File: config.mk
export PLATFORM = sky130hd
export DESIGN_NAME = sel_pri_arb
export DESIGN_NICKNAME = d
export VERILOG_FILES = /design/src/rtl/sel_pri_pkg.sv /design/src/rtl/sel_pri_pick.sv /design/src/rtl/sel_pri_arb.sv
export SDC_FILE = /design/constraint.sdc
export NUM_CORES = 1
export LEC_CHECK = 0
export ABC_AREA = 1
export CELL_PAD_IN_SITES_DETAIL_PLACEMENT = 1
export CELL_PAD_IN_SITES_GLOBAL_PLACEMENT = 1
export CORE_MARGIN = 3
export CORE_UTILIZATION = 24
export CTS_BUF_LIST = sky130_fd_sc_hd__clkbuf_4
export DETAILED_ROUTE_END_ITERATION = 16
export MAX_ROUTING_LAYER = met4
export PLACE_DENSITY = 0.77
export SLEW_MARGIN = 0
export SYNTH_ARGS = -nofsm -noshare
export SYNTH_HDL_FRONTEND = slang
export SYNTH_SLANG_ARGS = --single-unit
export TNS_END_PERCENT = 20
File: constraint.sdc
create_clock -name clk -period 1.9 [get_ports clk]
set_input_delay 0.19 -clock clk [delete_from_list [all_inputs] [get_ports clk]]
set_output_delay 0.19 -clock clk [all_outputs]
set_load 0.01 [all_outputs]
File: src/rtl/sel_pri_pkg.sv
// Shared definitions for the selectable-priority arbiter: mode encodings and
// the index-width helper used to size source indices.
package sel_pri_pkg;

  typedef enum logic {
    MODE_FIXED = 1'b0,
    MODE_RR    = 1'b1
  } arb_mode_e;

  // Ceiling log2, floored at 1 so a 2-source arbiter still gets an index bit.
  function automatic int clog2(input int value);
    int bits;
    bits = 0;
    for (int i = 0; i < 32; i++) begin
      if ((1 << bits) < value) begin
        bits = bits + 1;
      end
    end
    return (bits < 1) ? 1 : bits;
  endfunction

endpackage

File: src/rtl/sel_pri_pick.sv
// Rotated priority search: scans req upward from 'start', wrapping modulo N,
// and reports the first set bit as a one-hot vector and as an index.
module sel_pri_pick
  import sel_pri_pkg::*;
#(
  parameter int N  = 3,
  parameter int IW = clog2(N)
) (
  input  logic [N-1:0]  req,
  input  logic [IW-1:0] start,
  output logic [N-1:0]  gnt_oh,
  output logic [IW-1:0] idx,
  output logic          found
);

  localparam logic [IW:0] N_W = (IW+1)'(N);

  // Candidate position for each search offset; start is always < N, so one
  // conditional subtraction implements the modulo.
  logic [IW-1:0] pos [N];

  for (genvar gi = 0; gi < N; gi++) begin : g_pos
    logic [IW:0] sum;
    assign sum     = {1'b0, start} + (IW+1)'(gi);
    assign pos[gi] = (sum >= N_W) ? IW'(sum - N_W) : sum[IW-1:0];
  end

  always_comb begin
    gnt_oh = '0;
    idx    = '0;
    found  = 1'b0;
    for (int off = 0; off < N; off++) begin
      if (!found && req[pos[off]]) begin
        found          = 1'b1;
        gnt_oh[pos[off]] = 1'b1;
        idx            = pos[off];
      end
    end
  end

endmodule

File: src/rtl/sel_pri_arb.sv
// N-source arbiter with fixed or round-robin priority, feeding a single
// registered output slot with valid/ready backpressure.
module sel_pri_arb
  import sel_pri_pkg::*;
#(
  parameter int WIDTH = 32,
  parameter int N     = 3,
  parameter int IW    = clog2(N)
) (
  input  logic               clk,
  input  logic               reset_n,
  input  logic [N*WIDTH-1:0] src,
  input  logic [N-1:0]       req,
  input  logic               mode,
  output logic [N-1:0]       gnt,
  output logic               out_valid,
  input  logic               out_ready,
  output logic [WIDTH-1:0]   out_data,
  output logic [IW-1:0]      out_src
);

  logic             load;
  logic             grant;
  logic [IW-1:0]    ptr_q, ptr_d;
  logic [IW-1:0]    pick_start;
  logic [IW-1:0]    pick_idx;
  logic [N-1:0]     pick_oh;
  logic             pick_found;
  logic [WIDTH-1:0] sel_data;
  logic [WIDTH-1:0] masked [N];

  logic             out_valid_q, out_valid_d;
  logic [WIDTH-1:0] out_data_q, out_data_d;
  logic [IW-1:0]    out_src_q, out_src_d;

  assign pick_start = (arb_mode_e'(mode) == MODE_RR) ? ptr_q : '0;

  sel_pri_pick #(
    .N  (N),
    .IW (IW)
  ) u_pick (
    .req    (req),
    .start  (pick_start),
    .gnt_oh (pick_oh),
    .idx    (pick_idx),
    .found  (pick_found)
  );

  // The slot can take a new result when empty or being drained this cycle.
  assign load  = !out_valid_q || out_ready;
  assign grant = reset_n && load && pick_found;
  assign gnt   = grant ? pick_oh : '0;

  for (genvar gi = 0; gi < N; gi++) begin : g_mask
    assign masked[gi] = {WIDTH{pick_oh[gi]}} & src[gi*WIDTH +: WIDTH];
  end

  always_comb begin
    sel_data = '0;
    for (int i = 0; i < N; i++) begin
      sel_data = sel_data | masked[i];
    end
  end

  always_comb begin
    out_valid_d = out_valid_q;
    out_data_d  = out_data_q;
    out_src_d   = out_src_q;
    ptr_d       = ptr_q;
    if (load) begin
      if (grant) begin
        out_valid_d = 1'b1;
        out_data_d  = sel_data;
        out_src_d   = pick_idx;
        if (arb_mode_e'(mode) == MODE_RR) begin
          ptr_d = (pick_idx == IW'(N-1)) ? '0 : pick_idx + 1'b1;
        end
      end else begin
        out_valid_d = 1'b0;
        out_data_d  = '0;
        out_src_d   = '0;
      end
    end
  end

  always_ff @(posedge clk or negedge reset_n) begin
    if (!reset_n) begin
      out_valid_q <= 1'b0;
      out_data_q  <= '0;
      out_src_q   <= '0;
      ptr_q       <= '0;
    end else begin
      out_valid_q <= out_valid_d;
      out_data_q  <= out_data_d;
      out_src_q   <= out_src_d;
      ptr_q       <= ptr_d;
    end
  end

  assign out_valid = out_valid_q;
  assign out_data  = out_data_q;
  assign out_src   = out_src_q;

endmodule

==> results.ini, run 1 <==
[run_status]
status = finished, violations left
violations = setup timing

[global_route]
grt_pass1_wl_um = 17100
grt_max_degree = 38
use_met1_pct = 19.7
use_met3_pct = 3.40
antenna_found_initial = 0
grtUsageMet2_pct = 31.0
grt_pass1_vias = 3485
grt_busiest_layer = met2
grt_usage_pct = 17.1
grt_overflow = 0

[clocking]
cts_tree = built
worst_skew_pair.late_latency_ps = 340
htree_levels = 2
numClockSinks = 37
cts_inserted_buffers = 5
cts.path.max_buffers = 2
cts_root_buf = clkbuf_4
path_clk_slew_ps = 120

[sta]
layout_setup_ws_ps = -448
slew_headroom_pct = 65.7
post-route-period-util_pct = 124
max_freq_mhz = 426
hold_ws_ps = 461
slew_viol_final = 0
rsz0062_at_grt = true
setup_viol = 38
worst_pin_slew_ps = 514
min_period_ps = 2350
hold_viol_final = 0
fin_worst_skew_ps = 12.1
fin_setup_tns_ps = -12770

[detailed_routing]
wl_per_cell_um = 14.9
drc = 0
dr.pass1.iters = 4
vias = 3296
vias_per_cell = 4.44
wirelength_um = 11100
drt_iter0_markers = 105
antenna_left = 0

[critical_path]
reg2regPathDepth = 14
path_buf_inv = 4
arrival_ps = 2160
cp-end-kind = primary output
cpPeakStageDelay_ps = 520
cp.depth = 10
rrSetupSlack_ps = -400
cp_top_family = buffers and inverters
critical_path.slowest_cell = clkdlybuf4s50_1
cp.required_ps = 1710
cp-start-kind = input pin
crit_path_cell_trace = clkdlybuf4s50_1 > nand2_2 > buf_4 > ha_4 > o21ai_1 > nand2_4 > inv_1 > nand4_1 > a21oi_2 > buf_2
worstSetupPathType = input pin to primary output
path_max_fanout = 5

[synth]
synth_nets = 539
synth_area_um2 = 2730
synth_common_cells = 250 x nand2_1, 45 x inv_1, 37 x dfrtp_1
synth.distinct_cells = 20
yosysMostFrequentCell = nand2_1
syn_area_per_cell_um2 = 6.32
synthFlopType = dfrtp_1
ys_ff_latch = 37
yosysSeqAreaShare_pct = 33.9
synth.area.top_cells = nand2_1 34%, dfrtp_1 34%, inv_1 6.2%
synth.largest_area_cell = nand2_1
async_reset_ff_share_pct = 100
synth_edf_count = 0
syn_inst = 432
netlist.area_leader.share_pct = 34.4
yosysWarningCount = 0

[finish]
area_growth_pct = 74.7
final_layout_size_suffix_gt1_share_pct = 17.4
diodes = 0
fillers = 1397
layout.nets = 710

[floorplan]
die_y_um = 113
start_util_pct = 24.9
dieArea_um2 = 12700
ios = 141
core_area_um2 = 11000
row_count = 38
die_x_um = 113

[power]
power_density_nw_per_um2 = 1270
peakVddDrop_mv = 0.532
power_uw = 6060
leakagePower_uw = 0.00241

[job]
maxCapViolCount = 0

[worst_hold_path]
hold_path.class = input pin to flip-flop
min_delay_path_depth = 5

[placement]
portBuffers = 140
dp_hpwl_um = 7910
place.gp.congestion = 0.843

-- worst reg2reg max path: cells and delay by family, from the launching register on --
| family | cells | cell delay [ps] |
|---|---|---|
| AND/OR/NAND/NOR | 7 | 760 |
| buffers and inverters | 5 | 620 |
| flip-flops | 1 | 410 |
| AO/OA/AOI/OAI | 1 | 280 |
| adder cells (fa/ha/maj) | 1 | 190 |
-- repair_timing --
action | 4_1_cts | 5_1_grt
buffers inserted | 11 | 5
endpoints found under the hold margin | 37 | 0
setup endpoints to repair | 38 | 39
resized for setup | 35 | 15
hold buffers | 1 | 0
pin swaps | 13 | 9
gates cloned | 0 | 2
-- report_power, final --
part / switching (uW) / leakage (uW) / internal [uW]
Clock: 267 / 0.0000292 / 149
Sequential: 190 / 0.000487 / 1130
Combinational: 2260 / 0.00190 / 2060
-- worst paths after layout --
| kind | from | end |
|---|---|---|
| min in group asynchronous | reset_n | out_data[4] |
| setup reg to reg | ptr_q[1] | out_data[28] |
| hold / removal | src[10] | out_data[10] |
| max in group asynchronous | reset_n | out_data[1] |
| hold reg to reg | out_src[1] | out_src[1] |
| setup / recovery | mode | gnt[2] |
-- placed cells by master (no fill, tap or decap), types with 8 or more instances in the layout --
cell	n
dfrtp_1	37
buf_12	8
nand3_2	16
buf_4	30
inv_1	41
nand2_2	12
clkdlybuf4s50_1	136
nand2_1	242
nand3_1	27
-- metrics by stage --
| stage | cells | worst slack (ps) | cell area (um2) | utilization, % |
|---|---|---|---|---|
| 3_3_place_gp | 717 | -694 | 4430 | 40.3 |
| 2_1_floorplan | 432 | 45.0 | 2740 | - |
| 6_report | 743 | -448 | 4770 | 43.4 |
| 3_5_place_dp | 717 | -859 | 4430 | 40.3 |
| 5_1_grt | 743 | -599 | 4770 | 43.4 |
| 4_1_cts | 736 | -338 | 4630 | 42.2 |
-- logic make-up after synthesis --
logic type,share of synthesized area [%]
buffers and inverters,13.0
AOI/OAI and AO/OA,1.83
and+or+nand+nor,49.4
DFF,33.9
adders and majority gates,1.83
-- registers in the layout, indices dropped and copies added, names as in the netlist --
| name | count |
|---|---|
| out_src | 2 |
| out_valid | 1 |
| out_data | 32 |
| ptr_q | 2 |
-- routing by layer --
layer | vias up | wire, um
li1 | 1633 | -
met1 | 1549 | 4640
met2 | 95 | 5690
met3 | 19 | 539
met4 | 0 | 197
met5 | - | 0
-- final cells by class --
class | instances | area (um2) | area share [%]
clock buffers | 6 | 45.0 | 0.944
repair buffers | 183 | 1850 | 38.8
clock inverters | 1 | 3.75 | 0.0787
well taps | 140 | 175 | 3.67
flip-flops and latches | 37 | 926 | 19.4
inverters | 49 | 189 | 3.96
multi-input cells | 327 | 1580 | 33.2
Power figures use the tool's default switching activity.
==> inputs of run 2 (changes only) <==
--- a/config.mk
+++ b/config.mk
@@ -6,6 +6,7 @@
 export NUM_CORES = 1
 export LEC_CHECK = 0
 export ABC_AREA = 1
+export CAP_MARGIN = 20
 export CELL_PAD_IN_SITES_DETAIL_PLACEMENT = 1
 export CELL_PAD_IN_SITES_GLOBAL_PLACEMENT = 1
 export CORE_MARGIN = 3
==> results of run 2 <==
Same layout as run 1: the final DEF is identical, and so are final timing and power.
